--- src/rtl/berzerk_rom_loader.sv ---
// HPS ROM download sequencer for the Berzerk core: region decode, write strobes,
// post-download / user reset hold, and download status (count, checksum, overflow).
module berzerk_rom_loader #(
  parameter int PROG_BYTES  = 16384,
  parameter int SPCH_BYTES  = 4096,
  parameter int HOLD_CYCLES = 64
) (
  input  logic        clk_sys,
  input  logic        reset,
  input  logic        ext_reset,
  input  logic        ioctl_download,
  input  logic        ioctl_wr,
  input  logic [24:0] ioctl_addr,
  input  logic [7:0]  ioctl_dout,
  output logic        prog_wr,
  output logic        spch_wr,
  output logic [15:0] rom_addr,
  output logic [7:0]  rom_data,
  output logic        core_reset,
  output logic        load_done,
  output logic        overflow,
  output logic [16:0] byte_count,
  output logic [7:0]  checksum
);

  localparam int CW = $clog2(HOLD_CYCLES + 1);
  localparam logic [CW-1:0] HOLD_INIT = CW'(HOLD_CYCLES);
  localparam logic [CW-1:0] CNT_ONE   = CW'(1);
  localparam logic [CW-1:0] CNT_ZERO  = CW'(0);
  localparam logic [24:0]   PROG_END  = 25'(PROG_BYTES);
  localparam logic [24:0]   SPCH_END  = 25'(PROG_BYTES + SPCH_BYTES);

  typedef enum logic [1:0] {
    ST_HOLD = 2'd0,
    ST_RUN  = 2'd1,
    ST_LOAD = 2'd2
  } state_t;

  state_t        state_r, state_nxt_s;
  logic [CW-1:0] hold_cnt_r, hold_cnt_nxt_s;
  logic          prog_wr_r, prog_wr_nxt_s;
  logic          spch_wr_r, spch_wr_nxt_s;
  logic [15:0]   rom_addr_r, rom_addr_nxt_s;
  logic [7:0]    rom_data_r, rom_data_nxt_s;
  logic          core_reset_r;
  logic          load_done_r, load_done_nxt_s;
  logic          overflow_r, overflow_nxt_s;
  logic [16:0]   byte_count_r, byte_count_nxt_s;
  logic [7:0]    checksum_r, checksum_nxt_s;
  logic          accept_s;

  // Next-state, hold counter and write-decode logic.
  always_comb begin
    state_nxt_s      = state_r;
    hold_cnt_nxt_s   = hold_cnt_r;
    prog_wr_nxt_s    = 1'b0;
    spch_wr_nxt_s    = 1'b0;
    rom_addr_nxt_s   = rom_addr_r;
    rom_data_nxt_s   = rom_data_r;
    load_done_nxt_s  = load_done_r;
    overflow_nxt_s   = overflow_r;
    byte_count_nxt_s = byte_count_r;
    checksum_nxt_s   = checksum_r;
    accept_s         = 1'b0;

    case (state_r)
      ST_HOLD: begin
        if (ioctl_download) begin
          state_nxt_s      = ST_LOAD;
          byte_count_nxt_s = 17'd0;
          checksum_nxt_s   = 8'd0;
          overflow_nxt_s   = 1'b0;
        end else if (ext_reset) begin
          hold_cnt_nxt_s = HOLD_INIT;
        end else if (hold_cnt_r <= CNT_ONE) begin
          hold_cnt_nxt_s = CNT_ZERO;
          state_nxt_s    = ST_RUN;
        end else begin
          hold_cnt_nxt_s = hold_cnt_r - CNT_ONE;
        end
      end
      ST_RUN: begin
        if (ioctl_download) begin
          state_nxt_s      = ST_LOAD;
          byte_count_nxt_s = 17'd0;
          checksum_nxt_s   = 8'd0;
          overflow_nxt_s   = 1'b0;
        end else if (ext_reset) begin
          state_nxt_s    = ST_HOLD;
          hold_cnt_nxt_s = HOLD_INIT;
        end else begin
          state_nxt_s = ST_RUN;
        end
      end
      ST_LOAD: begin
        // The last write may coincide with ioctl_download falling; decode it anyway.
        if (ioctl_wr) begin
          if (ioctl_addr < PROG_END) begin
            prog_wr_nxt_s  = 1'b1;
            rom_addr_nxt_s = ioctl_addr[15:0];
            rom_data_nxt_s = ioctl_dout;
            accept_s       = 1'b1;
          end else if (ioctl_addr < SPCH_END) begin
            spch_wr_nxt_s  = 1'b1;
            rom_addr_nxt_s = ioctl_addr[15:0] - PROG_END[15:0];
            rom_data_nxt_s = ioctl_dout;
            accept_s       = 1'b1;
          end else begin
            overflow_nxt_s = 1'b1;
          end
        end else begin
          accept_s = 1'b0;
        end
        if (accept_s) begin
          checksum_nxt_s = checksum_r + ioctl_dout;
          if (byte_count_r != 17'h1FFFF) begin
            byte_count_nxt_s = byte_count_r + 17'd1;
          end else begin
            byte_count_nxt_s = byte_count_r;
          end
        end else begin
          checksum_nxt_s = checksum_r;
        end
        if (!ioctl_download) begin
          state_nxt_s     = ST_HOLD;
          hold_cnt_nxt_s  = HOLD_INIT;
          load_done_nxt_s = 1'b1;
        end else begin
          state_nxt_s = ST_LOAD;
        end
      end
      default: begin
        state_nxt_s    = ST_HOLD;
        hold_cnt_nxt_s = HOLD_INIT;
      end
    endcase
  end

  // State and output registers; core_reset follows the next state so it is registered.
  always_ff @(posedge clk_sys or posedge reset) begin
    if (reset) begin
      state_r      <= ST_HOLD;
      hold_cnt_r   <= HOLD_INIT;
      prog_wr_r    <= 1'b0;
      spch_wr_r    <= 1'b0;
      rom_addr_r   <= 16'd0;
      rom_data_r   <= 8'd0;
      core_reset_r <= 1'b1;
      load_done_r  <= 1'b0;
      overflow_r   <= 1'b0;
      byte_count_r <= 17'd0;
      checksum_r   <= 8'd0;
    end else begin
      state_r      <= state_nxt_s;
      hold_cnt_r   <= hold_cnt_nxt_s;
      prog_wr_r    <= prog_wr_nxt_s;
      spch_wr_r    <= spch_wr_nxt_s;
      rom_addr_r   <= rom_addr_nxt_s;
      rom_data_r   <= rom_data_nxt_s;
      core_reset_r <= (state_nxt_s != ST_RUN);
      load_done_r  <= load_done_nxt_s;
      overflow_r   <= overflow_nxt_s;
      byte_count_r <= byte_count_nxt_s;
      checksum_r   <= checksum_nxt_s;
    end
  end

  assign prog_wr    = prog_wr_r;
  assign spch_wr    = spch_wr_r;
  assign rom_addr   = rom_addr_r;
  assign rom_data   = rom_data_r;
  assign core_reset = core_reset_r;
  assign load_done  = load_done_r;
  assign overflow   = overflow_r;
  assign byte_count = byte_count_r;
  assign checksum   = checksum_r;

endmodule

--- config.mk ---
export PLATFORM = sky130hd
export DESIGN_NAME = berzerk_rom_loader
export DESIGN_NICKNAME = d
export VERILOG_FILES = /design/src/rtl/berzerk_rom_loader.sv
export SDC_FILE = /design/constraint.sdc
export NUM_CORES = 1
export LEC_CHECK = 0
export BUFFER_PORTS_ARGS = -buffer_cell sky130_fd_sc_hd__buf_2
export CAP_MARGIN = 40
export CELL_PAD_IN_SITES_DETAIL_PLACEMENT = 1
export CELL_PAD_IN_SITES_GLOBAL_PLACEMENT = 1
export CORE_MARGIN = 5
export CORE_UTILIZATION = 41
export DETAILED_ROUTE_END_ITERATION = 8
export PLACE_DENSITY = 0.82
export SLEW_MARGIN = 20
export SYNTH_ARGS = -nofsm -noshare
export SYNTH_HDL_FRONTEND = slang
export SYNTH_SLANG_ARGS = --single-unit
--- constraint.sdc ---
create_clock -name clk_sys -period 5.18 [get_ports clk_sys]
set_input_delay 0.259 -clock clk_sys [delete_from_list [all_inputs] [get_ports clk_sys]]
set_output_delay 0.259 -clock clk_sys [all_outputs]
set_load 0.05 [all_outputs]
==> summary.md, run 1 <==
| Metric | Value |
|---|---|
| Clk_skew | `0.008595 ns` |
| Routed len/inst | `16.73 um` |
| H-tree levels | `3` |
| RSZ-0062 raised after global routing | `false` |
| Synth Flop Type | `dfrtp_1` |
| MaxCap Viol Count | `0` |
| Syn. warnings | `0` |
| Library cells used by synthesis | `43` |
| Clock-pin slew on the worst setup and hold paths | `0.07 ns` |
| Row count | `31` |
| Vias/cell | `5.377` |
| Post-Syn Nets | `389` |
| RR Startpoint | `byte_count[0]` |
| Fmax | `370.7 MHz` |
| Pwr dens | `approximately 270 nW/um2` |
| Fin cells | `538` |
| Worst hold path class | `input port to flip-flop` |
| Initial drt markers | `89` |
| Crit path kind | `flip-flop to flip-flop` |
| Worst hold path stage count | `3` |
| CP endpoint kind | `flip-flop` |
| FF+latch count, synth | `63` |
| Antenna cells | `0` |
| Clock Latency Late Sink | `between 0.3 and 0.4 ns` |
| Post-DP Area | `3672 um2` |
| Switching Fraction | `0.2818` |
| Syn-to-layout area delta | `24.59%` |
| Crit path cell chain | `ha_1, nand2_1, nor2_1, and3_1, ha_1, o21a_1, or4_1, or4_1, nand2_1` |
| GRT Util Overall | `0.1945` |
| Peak supply drop | `0.1320 mV` |
| Core area | `between 7000 and 8000 um2` |
| Final nets | `486` |
| Clock root cell | `clkbuf_8` |
| Cell with the most instances after synthesis | `nand2_1` |
| Outcome | `finished clean` |
| Register area share after synthesis | `0.5078` |
| Initial Util | `0.4241` |
| Fin area | `3874 um2` |
| Initial antenna violation count | `0` |
| PortBufs | `91` |
| Drt pass-1 iters | `4` |
| # IOs | `92` |
| Fin. max-slew vios | `0` |
| WHS Endpoint | `rom_addr[4]` |
| Synth top area share | `0.4909` |
| Number of global-route vias before repair | `around 3,000` |
| Hold path startpoint | `ioctl_addr[4]` |
| Cell depth of the worst flop-to-flop path | `9` |
| Fraction of layout cells with a size suffix above 1 | `0.2574` |
| LEAKAGE | `2.082 nW` |
| DIE WIDTH | `97.09 um` |
| R2r setup slk | `2.48 ns` |
| CP Max Fanout | `11` |
| Min Tclk post-route | `between 2 and 3 ns` |
| Instance count of the mapped netlist | `around 340` |
| Gate power share | `0.137` |
| CTS Buf Count | `9` |
| Overflow after GRT | `0` |
| Setup TNS | `0 ns` |
| Clock Sinks | `63` |
| FF-to-FF End | `byte_count[9]` |
| Worst setup SP type | `flip-flop` |
| Area contributors post-synth | `dfrtp_1 (49%), nand2_1 (11%), ha_1 (4.4%)` |
| Peak per-stage delay on the critical path | `0.57 ns` |
| CP max-delay cell | `or4_1` |
| Final ANT Viol Nets | `0` |
| Sw Pwr | `0.2984 mW` |
| Slew HR | `0.4980` |
| Clock power frac | `0.356` |
| Final hold vios | `0` |
| Die ar. | `9426 um2` |
| Post-synth top cells | `nand2_1 (87), dfrtp_1 (61), o21ai_0 (21)` |
| Post-CTS setup buffers | `0` |
| Final Util | `0.5284` |
| Final WL | `about 9000 um` |
| Post-DP HPWL | `about 6600 um` |
| Die H | `about 97 um` |
| First-pass GRT wire length | `14,950 um` |
| Area leader, netlist | `dfrtp_1` |
| Number of flops mapped to enable cells by yosys | `0` |
| Final setup violation count | `0` |
| Synthesized area per cell | `9.172 um2` |
| Post-route clock period utilization | `0.5208` |
| GP Congestion | `0.8426` |
| Dpl cells | `522` |
| # DRC | `0` |
| Vias | `2,893` |
| FFs w/ async S/R, synth | `1.000` |
| Synthesized area | `3109 um2` |
| Worst-Margin Slew | `0.7529 ns` |
| Data arrival, critical path | `2.96 ns` |
| Clock Path Buffers | `2` |
| Internal | `0.7605 mW` |
| Worst Hold Margin | `between 0.1 and 0.15 ns` |
| Pin count of the biggest net entering global routing | `64` |
| CTS tree | `yes` |
| Worst Path Required | `approximately 5.5 ns` |
| Flop pwr share | `0.507` |
-- power groups by stage --
| stage | logic (mW) | registers, mW | clock network (mW) |
|---|---|---|---|
| 6_report | 0.145 | 0.536 | 0.377 |
| 3_3_place_gp | 0.135 | 0.542 | 0 |
| 5_1_grt | 0.161 | 0.539 | 0.409 |
| 3_5_place_dp | 0.144 | 0.544 | 0 |
| 4_1_cts | 0.144 | 0.536 | 0.387 |
| 2_1_floorplan | 0.0770 | 0.559 | 0 |
-- cells in the final DEF, fill, tap and decap left out, drive strengths merged, types with 2 or more instances in the layout --
master | netlist | layout
o31ai | 3 | 3
nand2 | 87 | 87
and2 | 4 | 4
dfstp | 2 | 2
nand4 | 5 | 5
o21a | 2 | 2
clkbuf | 9 | 13
a21o | 5 | 5
nand2b | 5 | 5
ha | 11 | 11
nor2 | 15 | 15
dfrtp | 61 | 61
o41ai | 2 | 2
inv | 7 | 7
buf | 3 | 97
a211oi | 2 | 2
o21ai | 22 | 22
a21oi | 14 | 14
nor3 | 5 | 5
or4 | 8 | 8
o211ai | 5 | 5
o21bai | 4 | 4
and3 | 2 | 2
nand3 | 18 | 18
mux2i | 2 | 2
xor2 | 6 | 6
xnor2 | 3 | 3
nor4 | 6 | 6
a31oi | 3 | 3
or3 | 7 | 7
nor2b | 3 | 3
-- worst max-delay path: cells and delay by family, from the launching register on --
kind	cells	cell delay (ns)
compound gates	1	0.31
fa+ha+maj	2	0.44
flops	1	0.43
simple gates	6	1.46
-- flip-flops by register name (all words and copies together), names as in the netlist --
signal      count
hold_cnt_r      7
state_r         2
core_reset      1
prog_wr         1
rom_addr       16
rom_data        8
overflow        1
load_done       1
byte_count     17
checksum        8
spch_wr         1
-- worst max-delay path by stage --
stage                  startpoint        endpoint  slack, ns  depth (start not counted)
global placement    byte_count[0]   byte_count[9]       2.61                          9
floorplan           byte_count[0]   byte_count[6]       2.42                         10
global route        byte_count[0]  byte_count[13]       2.14                          9
CTS                 byte_count[0]   byte_count[9]       2.49                          9
detailed placement  byte_count[0]   byte_count[9]       2.52                          9
finish              byte_count[0]   byte_count[9]       2.48                          9
-- repair_timing --
item / CTS / global route
hold buffers: 0 / 1
resized for setup: 0 / 0
setup endpoints to repair: 0 / 0
endpoints found under the hold margin: 0 / 7
-- final cells by class --
class | instances | area (um2)
Clock inverter | 1 | 5.005
Clock buffer | 13 | 158.9
Tap cell | 99 | 123.9
Fill cell | 898 | 3457
Timing Repair Buffer | 98 | 530.5
Inverter | 7 | 26.28
Sequential cell | 63 | 1579
Multi-Input combinational cell | 257 | 1450
-- metal layers --
layer | part of all wire | track usage
met1 | 0.43 | 0.2404
met2 | 0.51 | 0.3397
met3 | 0.042 | 0.03733
met4 | 0.020 | 0.06479
met5 | 0 | 0
-- logic make-up after synthesis --
kind of cell	Yosys count	synth area share
and+or+nand+nor	169	0.2559
adders and majority gates	12	0.05070
DFF	63	0.5078
xor gates and xnor gates	9	0.02535
muxes	2	0.006439
buffers and inverters	19	0.02575
AOI/OAI and AO/OA	65	0.1280
-- through the flow --
stage / setup WS (ns) / power (mW)
floorplan: 2.424 / 0.6364
global placement: 2.611 / 0.6776
detailed placement: 2.518 / 0.6885
CTS: 2.491 / 1.067
global route: 2.144 / 1.110
finish: 2.482 / 1.059
Power figures use the tool's default switching activity.
==> run 2: changes to the inputs <==
--- a/config.mk
+++ b/config.mk
@@ -10,9 +10,9 @@
 export CELL_PAD_IN_SITES_DETAIL_PLACEMENT = 1
 export CELL_PAD_IN_SITES_GLOBAL_PLACEMENT = 1
 export CORE_MARGIN = 5
-export CORE_UTILIZATION = 41
+export CORE_UTILIZATION = 34
 export DETAILED_ROUTE_END_ITERATION = 8
-export PLACE_DENSITY = 0.82
+export PLACE_DENSITY = 0.72
 export SLEW_MARGIN = 20
 export SYNTH_ARGS = -nofsm -noshare
 export SYNTH_HDL_FRONTEND = slang
==> constraint.sdc (replaced) <==
create_clock -name clk_sys -period 2.25 [get_ports clk_sys]
set_input_delay 0.1125 -clock clk_sys [delete_from_list [all_inputs] [get_ports clk_sys]]
set_output_delay 0.1125 -clock clk_sys [all_outputs]
set_load 0.05 [all_outputs]
==> summary.md, run 2 (synthesized netlist as in run 1, its figures left out) <==
| Metric | Value |
|---|---|
| Overflow after GRT | `0 (unchanged)` |
| H-tree levels | `3 (unchanged)` |
| Clock root cell | `clkbuf_8` |
| Commonest non-fill, non-tap cells in the layout | `buf_2 (91), nand2_1 (85), dfrtp_1 (55)` |
| Initial antenna violation count | `0 (unchanged)` |
| Filler cell count | `1,052 (+17%)` |
| Clock Path Buffers | `2 (unchanged)` |
| DIE WIDTH | `105.6 um (+8.8%)` |
| GP Congestion | `0.8017 (-4.9%)` |
| Final ANT Viol Nets | `0 (unchanged)` |
| Peak per-stage delay on the critical path | `0.43 ns (-0.14 ns)` |
| Setup slack after layout | `-0.1042 ns (-2.586 ns)` |
| MaxCap Viol Count | `0 (unchanged)` |
| Pin count of the biggest net entering global routing | `38 (-41%)` |
| CP endpoint kind | `flip-flop` |
| Final setup violation count | `3 (+3)` |
| Vias/cell | `5.189 (-3.5%)` |
| Largest register FFs | `17 (unchanged)` |
| CTS Buf Count | `9 (unchanged)` |
| Worst setup SP type | `flip-flop` |
| First-pass GRT wire length | `16,250 um (+8.7%)` |
| Worst Path Required | `2.52 ns (-2.93 ns)` |
| Slew HR | `0.5801 (+0.08203)` |
| Die H | `105.6 um (+8.8%)` |
| Most frequent cell on the critical path | `ha_4` |
| Min Tclk post-route | `2.354 ns (-0.3437 ns)` |
| Pwr dens | `591.1 nW/um2 (+120%)` |
| Initial Util | `0.3531 (-0.07105)` |
| Syn-to-layout area delta | `42.17%` |
| Final WL | `9786 um (+8.7%)` |
| # IOs | `92 (unchanged)` |
| Final nets | `535 (+10%)` |
| Clk_skew | `0.008985 ns (+0.0003902 ns)` |
| Antenna cells | `0 (unchanged)` |
| Initial drt markers | `73 (-18%)` |
| LEAKAGE | `2.338 nW (+12%)` |
| Outcome | `finished, violations left` |
| Die ar. | `11,160 um2 (+18%)` |
| Post-route clock period utilization | `1.046 (+0.5255)` |
| Row count | `34 (+9.7%)` |
| RSZ-0062 raised after global routing | `true` |
| Crit path kind | `flip-flop to flip-flop` |
| Total power | `2.613 mW (+150%)` |
| Delay-heaviest family, CP | `simple AND/OR/NAND/NOR gates` |
| CP max-delay cell | `dfrtp_2` |
| Final Util | `0.5020 (-0.02643)` |
| Fmax | `424.8 MHz (+15%)` |
| Data arrival, critical path | `2.63 ns (-0.33 ns)` |
| Routed len/inst | `16.36 um (-2.2%)` |
| Worst Hold Margin | `0.02345 ns (-0.08586 ns)` |
| Worst hold path class | `input port to flip-flop` |
| Peak supply drop | `0.3376 mV (+160%)` |
| Number of global-route vias before repair | `3,281 (+9.8%)` |
| Worst Path Buf+Inv | `1 (+1)` |
| Final hold vios | `0 (unchanged)` |
| Place WS | `-0.1107 ns (-2.629 ns)` |
| Fraction of layout cells with a size suffix above 1 | `0.3408 (+0.08341)` |
| Failing checks | `setup timing` |
| GRT Util Overall | `0.1809 (-0.01365)` |
| Vias | `3,103 (+7.3%)` |
| CTS tree | `yes` |
| Post-DP HPWL | `6730 um (+2.3%)` |
| Drt pass-1 iters | `4 (unchanged)` |
| CP Max Fanout | `3 (-8)` |
| Most common cell after layout, fill and taps aside | `buf_2` |
| Fin. max-slew vios | `0 (unchanged)` |
| Clock-pin slew on the worst setup and hold paths | `0.07 ns (about the same)` |
| Clock Latency Late Sink | `0.34 ns (about the same)` |
| Crit path cell chain | `ha_4, nand2_4, nor2_4, and3_4, ha_4, o21a_4, buf_6, or3_4, or4_4, nand2_2` |
| PortBufs | `91 (unchanged)` |
| Worst-Margin Slew | `0.6290 ns (-0.1240 ns)` |
| # DRC | `0 (unchanged)` |
| Clock Sinks | `63 (unchanged)` |
| Setup TNS | `-0.2708 ns (-0.2708 ns)` |
| Core area | `8806 um2 (+20%)` |
run 2: cell types whose count changed in the layout (fill, tap and decap cells not counted), moves of 3 or more:
cell	change
or4_4	+3
dfrtp_2	+6
dlygate4sd3_1	+20
dfrtp_1	-6
or4_1	-3
buf_4	+28
run 2: what timing repair did:
action / 4_1_cts / 5_1_grt
pin swaps: 4 / 0
endpoints found under the hold margin: 46 / 0
hold buffers: 21 / 0
setup buffers: 5 / 0
cloned: 0 / 0
endpoints found under the setup margin: 3 / 12
gates resized for setup: 6 / 11
run 2: metrics by stage:
stage | instances | instance area, um2
finish | 598 | 4420
global route | 598 | 4420
CTS | 598 | 4378
detailed placement | 556 | 3909
global placement | 556 | 3909
floorplan | 339 | 3147
run 2: final timing paths:
path                               startpoint            end  slack [ns]  depth (start not counted)
max in group asynchronous               reset  hold_cnt_r[6]        1.05                          4
worst max register to register  byte_count[0]  byte_count[5]       -0.10                         10
worst min register to register   rom_addr[11]   rom_addr[11]        0.47                          2
worst min-delay path            ioctl_dout[1]    rom_data[1]        0.02                          3
worst max-delay path            byte_count[0]  byte_count[5]       -0.10                         10
min in group asynchronous               reset    rom_addr[9]        0.40                          3
run 2: worst min-delay path, cell delays in order:
cell and delay (ns):
buf_2 0.12, nand2_1 0.05, nand2_1 0.05
run 2: layout make-up:
cell class | count | area, um2 | area share
sequential | 63 | 1587 | 0.3589
tap | 108 | 135.1 | 0.03057
clock buffer | 12 | 145.1 | 0.03283
multi-input combinational | 257 | 1546 | 0.3498
clock inverter | 4 | 45.04 | 0.01019
inverter | 7 | 26.28 | 0.005944
timing repair buffer | 147 | 935.9 | 0.2117
run 2: routing by layer:
metal / GRT usage / vias to the layer above / wire length (um) / share of wire
met5: 0 / - / 0 / 0
met4: 0.06290 / 0 / 176 / 0.018
met3: 0.04890 / 17 / 450 / 0.046
met2: 0.3215 / 69 / 5052 / 0.52
met1: 0.2098 / 1541 / 4107 / 0.42
li1: - / 1476 / - / -
run 2: power by group:
part	switching [mW]	internal (mW)
Sequential	0.0510	1.18
Clock	0.437	0.537
Combinational	0.233	0.172
